### src/rtl/divu_8by4_seq.sv
// divu_8by4_seq: sequential unsigned restoring divider, one quotient bit per clock
//
// Ports:
//   clk        in   1      system clock, all state on rising edge
//   rst        in   1      synchronous reset, active-high
//   start      in   1      request, sampled only in IDLE
//   dividend   in   DVD_W  unsigned dividend, latched on accepted start
//   divisor    in   DVS_W  unsigned divisor, latched on accepted start
//   busy       out  1      high in CALC and DONE
//   done       out  1      one-cycle pulse, result valid
//   quotient   out  DVD_W  quotient, held until next result
//   remainder  out  DVS_W  remainder, held until next result
//   div_zero   out  1      divide-by-zero flag
//
// Macro DIVU_ZERO_TRAP_EN: when defined, a zero divisor skips the iteration and
// reports quotient=all-ones, remainder=dividend LSBs, div_zero=1 after one edge.
// When undefined the normal iteration runs and div_zero is tied low.
module divu_8by4_seq #(
   parameter int DVD_W = 8,
   parameter int DVS_W = 4
) (
   input  logic             clk,
   input  logic             rst,
   input  logic             start,
   input  logic [DVD_W-1:0] dividend,
   input  logic [DVS_W-1:0] divisor,
   output logic             busy,
   output logic             done,
   output logic [DVD_W-1:0] quotient,
   output logic [DVS_W-1:0] remainder,
   output logic             div_zero
);
   localparam int CNT_W = $clog2(DVD_W);
   typedef enum logic [1:0] {IDLE, CALC, DONE} state_t;
   state_t           state_q;
   logic [DVD_W-1:0] dvd_q, q_q, q_d, quot_q;
   logic [DVS_W-1:0] dvs_q, rem_q;
   logic [DVS_W:0]   r_q, r_sh, r_d;
   logic [CNT_W-1:0] cnt_q;
   logic             busy_q, done_q, ge;
`ifdef DIVU_ZERO_TRAP_EN
   logic             zf_q, dz_q;
   assign div_zero = dz_q;
`else
   assign div_zero = 1'b0;
`endif
   assign busy      = busy_q;
   assign done      = done_q;
   assign quotient  = quot_q;
   assign remainder = rem_q;
   // One restoring step: shift in the next dividend bit, subtract if it fits.
   always_comb begin
      r_sh = {r_q[DVS_W-1:0], dvd_q[DVD_W-1]};
      ge   = r_sh >= {1'b0, dvs_q};
      r_d  = ge ? r_sh - {1'b0, dvs_q} : r_sh;
      q_d  = {q_q[DVD_W-2:0], ge};
   end
   always_ff @(posedge clk) begin
      if (rst) begin
         state_q <= IDLE;
         dvd_q   <= '0;
         dvs_q   <= '0;
         r_q     <= '0;
         q_q     <= '0;
         cnt_q   <= '0;
         busy_q  <= 1'b0;
         done_q  <= 1'b0;
         quot_q  <= '0;
         rem_q   <= '0;
`ifdef DIVU_ZERO_TRAP_EN
         zf_q    <= 1'b0;
         dz_q    <= 1'b0;
`endif
      end else begin
         case (state_q)
            IDLE: begin
               done_q <= 1'b0;
               if (start) begin
                  dvd_q   <= dividend;
                  dvs_q   <= divisor;
                  r_q     <= '0;
                  q_q     <= '0;
                  cnt_q   <= '0;
                  busy_q  <= 1'b1;
                  state_q <= CALC;
`ifdef DIVU_ZERO_TRAP_EN
                  zf_q    <= divisor == '0;
`endif
               end
            end
            CALC: begin
`ifdef DIVU_ZERO_TRAP_EN
               // Zero divisor spends a single CALC cycle and reports the trap result.
               if (zf_q) begin
                  quot_q  <= '1;
                  rem_q   <= dvd_q[DVS_W-1:0];
                  dz_q    <= 1'b1;
                  done_q  <= 1'b1;
                  state_q <= DONE;
               end else
`endif
               begin
                  r_q   <= r_d;
                  q_q   <= q_d;
                  dvd_q <= {dvd_q[DVD_W-2:0], 1'b0};
                  cnt_q <= cnt_q + 1'b1;
                  // Last iteration publishes the result straight from the step logic.
                  if (cnt_q == CNT_W'(DVD_W - 1)) begin
                     quot_q  <= q_d;
                     rem_q   <= r_d[DVS_W-1:0];
                     done_q  <= 1'b1;
                     state_q <= DONE;
`ifdef DIVU_ZERO_TRAP_EN
                     dz_q    <= 1'b0;
`endif
                  end
               end
            end
            DONE: begin
               done_q  <= 1'b0;
               busy_q  <= 1'b0;
               state_q <= IDLE;
            end
            default: state_q <= IDLE;
         endcase
      end
   end
endmodule
### config.mk
export PLATFORM = sky130hd
export DESIGN_NAME = divu_8by4_seq
export DESIGN_NICKNAME = d
export VERILOG_FILES = /design/src/rtl/divu_8by4_seq.sv
export SDC_FILE = /design/constraint.sdc
export NUM_CORES = 1
export LEC_CHECK = 0
export ABC_AREA = 0
export BUFFER_PORTS_ARGS = -buffer_cell sky130_fd_sc_hd__clkbuf_2
export CORE_MARGIN = 5
export CORE_UTILIZATION = 40
export DETAILED_ROUTE_END_ITERATION = 12
export GPL_ROUTABILITY_DRIVEN = 0
export SLEW_MARGIN = 40
export SYNTH_ARGS = -nofsm -noshare
export SYNTH_HDL_FRONTEND = slang
export SYNTH_SLANG_ARGS = --single-unit
### constraint.sdc
create_clock -name clk -period 3.3 [get_ports clk]
set_clock_uncertainty 0.15 [all_clocks]
set_input_delay 0.165 -clock clk [delete_from_list [all_inputs] [get_ports clk]]
set_output_delay 0.165 -clock clk [all_outputs]
set_load 0.02 [all_outputs]
Yosys cells after proc, flatten, opt, wreduce, memory -nomap -nowiden
Index checks and enable logic that the tools add are counted.

Register bits after elaboration: 42. Word-level logic and storage cells: 45.

Equal/unequal tests: 5. Magnitude comparators: 1. Reduce and logical (&&, ||, !) cells: 11. Add/sub/neg operators: 2. Multiplexer cells: 16.

Operator list (number): case mux 8 bit (2 select lines) (1); case mux 7 bit (2 select lines) (1); AND reduction 2 bit (6); two-way mux 4 bit (2); two-way mux 8 bit (1); case mux 4 bit (2 select lines) (1); two-way mux 7 bit (1); case mux 3 bit (2 select lines) (1); nonzero test 2 bit (3); >= comparator 5 x 4 -> 1 bit (1); two-way mux 2 bit (2); inequality test 2 bit, second input constant (2); case mux 1 bit (2 select lines) (2); case mux 2 bit (2 select lines) (1); subtractor 4 bit (1); adder 3 x 1 -> 3 bit, second input constant (1); == test 3 bit, second input constant (1); two-way mux 3 bit (1); == test 2 x 1 -> 1 bit, second input constant (1); == test 2 bit, second input constant (1); logical NOT 2 bit (1); two-way mux 1 bit (2); OR reduction 2 bit (1).

Depth between registers and ports, before layout
Depth in word-level cells: 4. Mapped depth: 9. Gate-level depth less buffers: 9.

Worst setup path after synthesis
OpenSTA, ideal clock, no wires.

Path kind: reg-to-reg. Start: reg dvs_q[2]. End: reg rem_q[3] (netlist: remainder[3]). Path buffers: 0. Stages on the path, launching flop included: 8. Path slack: 1.374 ns. Arrival: 1.697 ns. Library setup time: 0.079 ns. Period minus slack after synthesis: 1.926 ns. Cell sequence: dfxtp_1 inv_1 ha_1 or4_4 a21oi_4 a21oi_2 o211a_1 a211oi_2.

Word-level cells in the longest chain between the ends: 2. Elaborated cells on any way between the ends: 3. Those cells by class: add/sub: 1; order compare: 1; mux: 1.

RTL lines: from (decl) (RTL line 37) `logic [DVS_W-1:0] dvs_q, rem_q;`; from (signal assigned) (RTL line 80) `dvs_q <= divisor;`; subtractor 4 bit or >= comparator 5 x 4 -> 1 bit (tied branches) (RTL line 55, 54); two-way mux 4 bit (*) (RTL line 55) `r_d = ge ? r_sh - {1'b0, dvs_q} : r_sh;`; to (signal assigned) (RTL line 110) `rem_q <= r_d[DVS_W-1:0];`; to (decl) (RTL line 37).

Mark *: on every way between the ends. The rest lies on a longest branch, timed or not. A chain may end at the register's enable or synchronous reset.

Final worst setup path
Start: reg state_q[0]. End: reg rem_q[2] (netlist: remainder[2]).

Word-level cells in the longest chain between the ends: 2.

RTL lines: from (decl) (RTL line 35) `state_t state_q;`; from (signal assigned) (RTL line 60) `state_q <= IDLE;`; from (signal assigned) (RTL line 85) `state_q <= CALC;`; from (signal assigned) (RTL line 112) `state_q <= DONE;`; == test 2 x 1 -> 1 bit (RTL line 75) `case (state_q)`; AND reduction 2 bit (no source line).

No other way between the ends.

==> summary.md <==
| Metric | Value |
|---|---|
| Run status | `finished clean` |
| Most common cell in the netlist | `sky130_fd_sc_hd__dfxtp_1` |
| Number of top-level design ports | `30` |
| Initial core utilization | `about two fifths` |
| CP Data Required Time | `about 3.4 ns` |
| Num Clock Sinks | `42` |
| Via count of the first global-routing pass | `1420` |
| Setup total negative slack | `0 ns` |
| Ratio of cells with drive above 1 in the final layout | `a little under a fifth` |
| Yosys top cell area share | `between 40% and 50%` |
| Prevailing post-synth register cell | `sky130_fd_sc_hd__dfxtp_1` |
| Maximum fanout along the worst path | `12` |
| Routed via count | `around 1500` |
| Congestion Overflow GR | `0` |
| CTS tree | `yes` |
| Clock slew seen by the registers of the worst setup and hold paths | `approximately 0.070 ns` |
| Number of buffers inserted during clock tree synthesis | `5` |
| Delay contributed by the slowest stage of the critical path | `about 0.56 ns` |
| Largest voltage drop on the vdd net | `between 0.2 and 0.3 mV` |
| Clock period minus worst slack | `~2.1 ns` |
| Total wirelength of the detailed-routed design | `3840 um` |
| Final Worst Setup Slack | `1.19 ns` |
| CTS H-Tree Depth | `2` |
| Number of remaining DRC errors | `0` |
| Critical path, cell by cell | `nor2b_1 > nand2_1 > nor2_1 > inv_1 > o21ai_0` |
| Endpoint arrival time on the critical path | `2.17 ns` |
| Synthesis Warnings | `0` |
| Synth area leader | `sky130_fd_sc_hd__dfxtp_1` |
| Top achievable clock speed | `about 470 MHz` |
| Most area-consuming cells after synthesis | `sky130_fd_sc_hd__dfxtp_1, sky130_fd_sc_hd__nand2_1, sky130_fd_sc_hd__nor2_1` |
| Fillers | `approximately 430` |
| Post-synthesis average cell area | `~8.4 sq um` |
| Max Transition Viols Final | `0` |
| Initial DRC Count | `63` |
| Type of the worst setup path | `reg2reg` |
| Min-Delay Endpoint | `dvd_q[7]` |
| Number of max-cap violations | `0` |
| Number of rows created at floorplan | `24` |
| Total track usage | `between 10% and 20%` |
| Final routed wire length divided by cell count | `approximately 13 um` |
| Hold/Removal Path Class | `in2reg` |
| Number of setup violations in the final report | `0` |
| Drt first pass iters | `4` |
| Number of placed cells counting well taps | `283` |
| Final Hold Fails | `0` |
| Placeable Area | `4380 sq um` |
| Half-perimeter wire length of the detailed placement result | `2650 um` |
| # resized after CTS | `0` |
| Syn nets | `between 200 and 250` |
| Vias per cell | `roughly 5` |
| R2R Setup Slk | `1.19 ns` |
| Non-filler cells, final | `299` |
| Start point of the worst hold path | `start` |
| Die ar. | `around 6000 sq um` |
| Power density over the cells | `approximately 480 nW/um^2` |
| Hold slack | `between 0.09 and 0.1 ns` |
| First-pass GRT wire length | `~6500 um` |
| Measured slew at the worst slew-check pin | `~0.75 ns` |
| Most frequent cells after synthesis | `sky130_fd_sc_hd__dfxtp_1, sky130_fd_sc_hd__nand2_1, sky130_fd_sc_hd__nor2_1, sky130_fd_sc_hd__a21oi_1` |
| Clock tree root buffer cell | `sky130_fd_sc_hd__clkbuf_8` |
| Kind of capture point of the worst setup path | `flop` |
| Number of buffers between clock root and the deepest sink | `2` |
| Maximum number of pins on one net before global-route repair | `41` |
| Proportion of synthesized chip area in sequential cells | `around 46%` |
| Number of distinct library cell variants in the gate-level netlist after synthesis | `37` |
| Type of origin of the critical path | `flop` |
| Master of the slowest instance on the critical path | `sky130_fd_sc_hd__nor2b_1` |
| Gate count after technology mapping | `215` |
| Worst hold stages | `4` |
| Area added between synthesis and finish | `17.8%` |
| Number of antenna repair diodes | `0` |
| Hold-fix buffers, CTS | `10` |
| Post-synth ARST share | `0%` |
| Static leakage power | `~0.88 nW` |
| Setup fix buffers added after clock tree synthesis | `0` |
| Synthesized area | `about 1800 sq um` |
| Period Utilization, post-route | `64.0%` |
| Remaining number of nets flagged by the antenna check after routing | `0` |
| Post-Place Setup Slack | `~1.2 ns` |
| Capture instance of the worst register-to-register path | `remainder[2]` |
| Clock insertion delay at the later pin of the skew report | `0.28 ns` |
| Net count, final | `270` |
| Horizontal extent of the die | `roughly 77 um` |
| Number of antenna violations at the first check in global routing | `0` |
| Number of flops mapped to enable cells by yosys | `0` |
| RSZ-0062 raised after global routing | `no` |
| Depth of the worst register-to-register path | `5` |
| Launching point of the worst reg2reg path | `state_q[0]` |
| Worst slew slack as a fraction of its limit | `around half` |
| I/O Buffers | `28` |
| Chip height | `around 77 um` |
| Flip-flop and latch count after synthesis | `42` |
-- cell usage in the layout (no fill, tap or decap), types with 6 or more instances in the layout --
cell                            Yosys  final
sky130_fd_sc_hd__nor2_1            35     35
sky130_fd_sc_hd__inv_1              9      9
sky130_fd_sc_hd__clkbuf_8           1      6
sky130_fd_sc_hd__a22oi_1           10     10
sky130_fd_sc_hd__o21ai_0           10     10
sky130_fd_sc_hd__clkbuf_2           0     27
sky130_fd_sc_hd__a21oi_1           18     18
sky130_fd_sc_hd__dfxtp_1           42     42
sky130_fd_sc_hd__dlygate4sd3_1      0     10
sky130_fd_sc_hd__nand2_1           37     37
sky130_fd_sc_hd__ha_1               6      6
-- metrics by stage --
| stage | area (sq um) | util, % | power, mW |
|---|---|---|---|
| floorplan | 1820 | - | 0.675 |
| global placement | 1960 | 44.6 | 0.713 |
| detailed placement | 1960 | 44.6 | 0.713 |
| CTS | 2140 | 48.8 | 1.04 |
| global route | 2140 | 48.8 | 1.09 |
| finish | 2140 | 48.8 | 1.03 |
-- critical path: cells and delay by family (launching register included) --
| family | cells | cell delay [ns] |
|---|---|---|
| simple gates | 3 | 1.22 |
| flops | 1 | 0.42 |
| compound gates | 1 | 0.17 |
| buf+inv | 1 | 0.08 |
-- worst max path at each step --
stage / startpoint / endpoint / slack [ns] / depth (start not counted)
6_report: state_q[0] / remainder[2] / 1.19 / 5
3_5_place_dp: state_q[0] / remainder[2] / 1.23 / 5
3_3_place_gp: dvs_q[2] / remainder[1] / 1.25 / 7
4_1_cts: state_q[0] / remainder[2] / 1.20 / 5
5_1_grt: state_q[0] / remainder[2] / 0.96 / 5
2_1_floorplan: dvs_q[2] / remainder[3] / 1.37 / 7
-- metal layers --
| layer | vias to the layer above | track usage (%) | part of all wire [%] |
|---|---|---|---|
| met5 | - | 0 | 0 |
| met3 | 6 | 3.13 | 4.3 |
| li1 | 791 | - | - |
| met2 | 26 | 21.8 | 46 |
| met1 | 697 | 17.1 | 48 |
| met4 | 0 | 4.64 | 1.2 |
-- final cells by class --
cell class,count,area [sq um],share of cell area [%]
clock buffers,6,82.6,3.86
repair buffers,39,248,11.6
flip-flops and latches,42,841,39.3
multi-input cells,151,870,40.6
inverters,9,33.8,1.58
well taps,52,65.1,3.04
-- flip-flops by register name, indices dropped and copies added, names as in the netlist --
name and count:
remainder 4, quotient 8, cnt_q 3, q_q 7, done 1, r_q 4
state_q 2, busy 1, dvs_q 4, dvd_q 8
-- power by group --
| part | switching [mW] | total [mW] | leakage (nW) | internal (mW) |
|---|---|---|---|---|
| registers | 0.0127 | 0.540 | 0.342 | 0.527 |
| clock network | 0.159 | 0.320 | 0.0431 | 0.161 |
| logic | 0.0982 | 0.171 | 0.490 | 0.0725 |
-- logic make-up (layout without fill, tap and decap cells) --
kind of cell / after synthesis / count (layout) / share of synthesized area [%]
simple gates: 85 / 85 / 20.1
compound gates: 54 / 54 / 19.9
flops: 42 / 42 / 46.3
buf+inv: 22 / 54 / 5.85
fa+ha+maj: 7 / 7 / 5.23
mux: 3 / 3 / 1.93
other cells: 1 / 1 / 0.206
xor+xnor: 1 / 1 / 0.482
(Power assumes the default switching activity.)
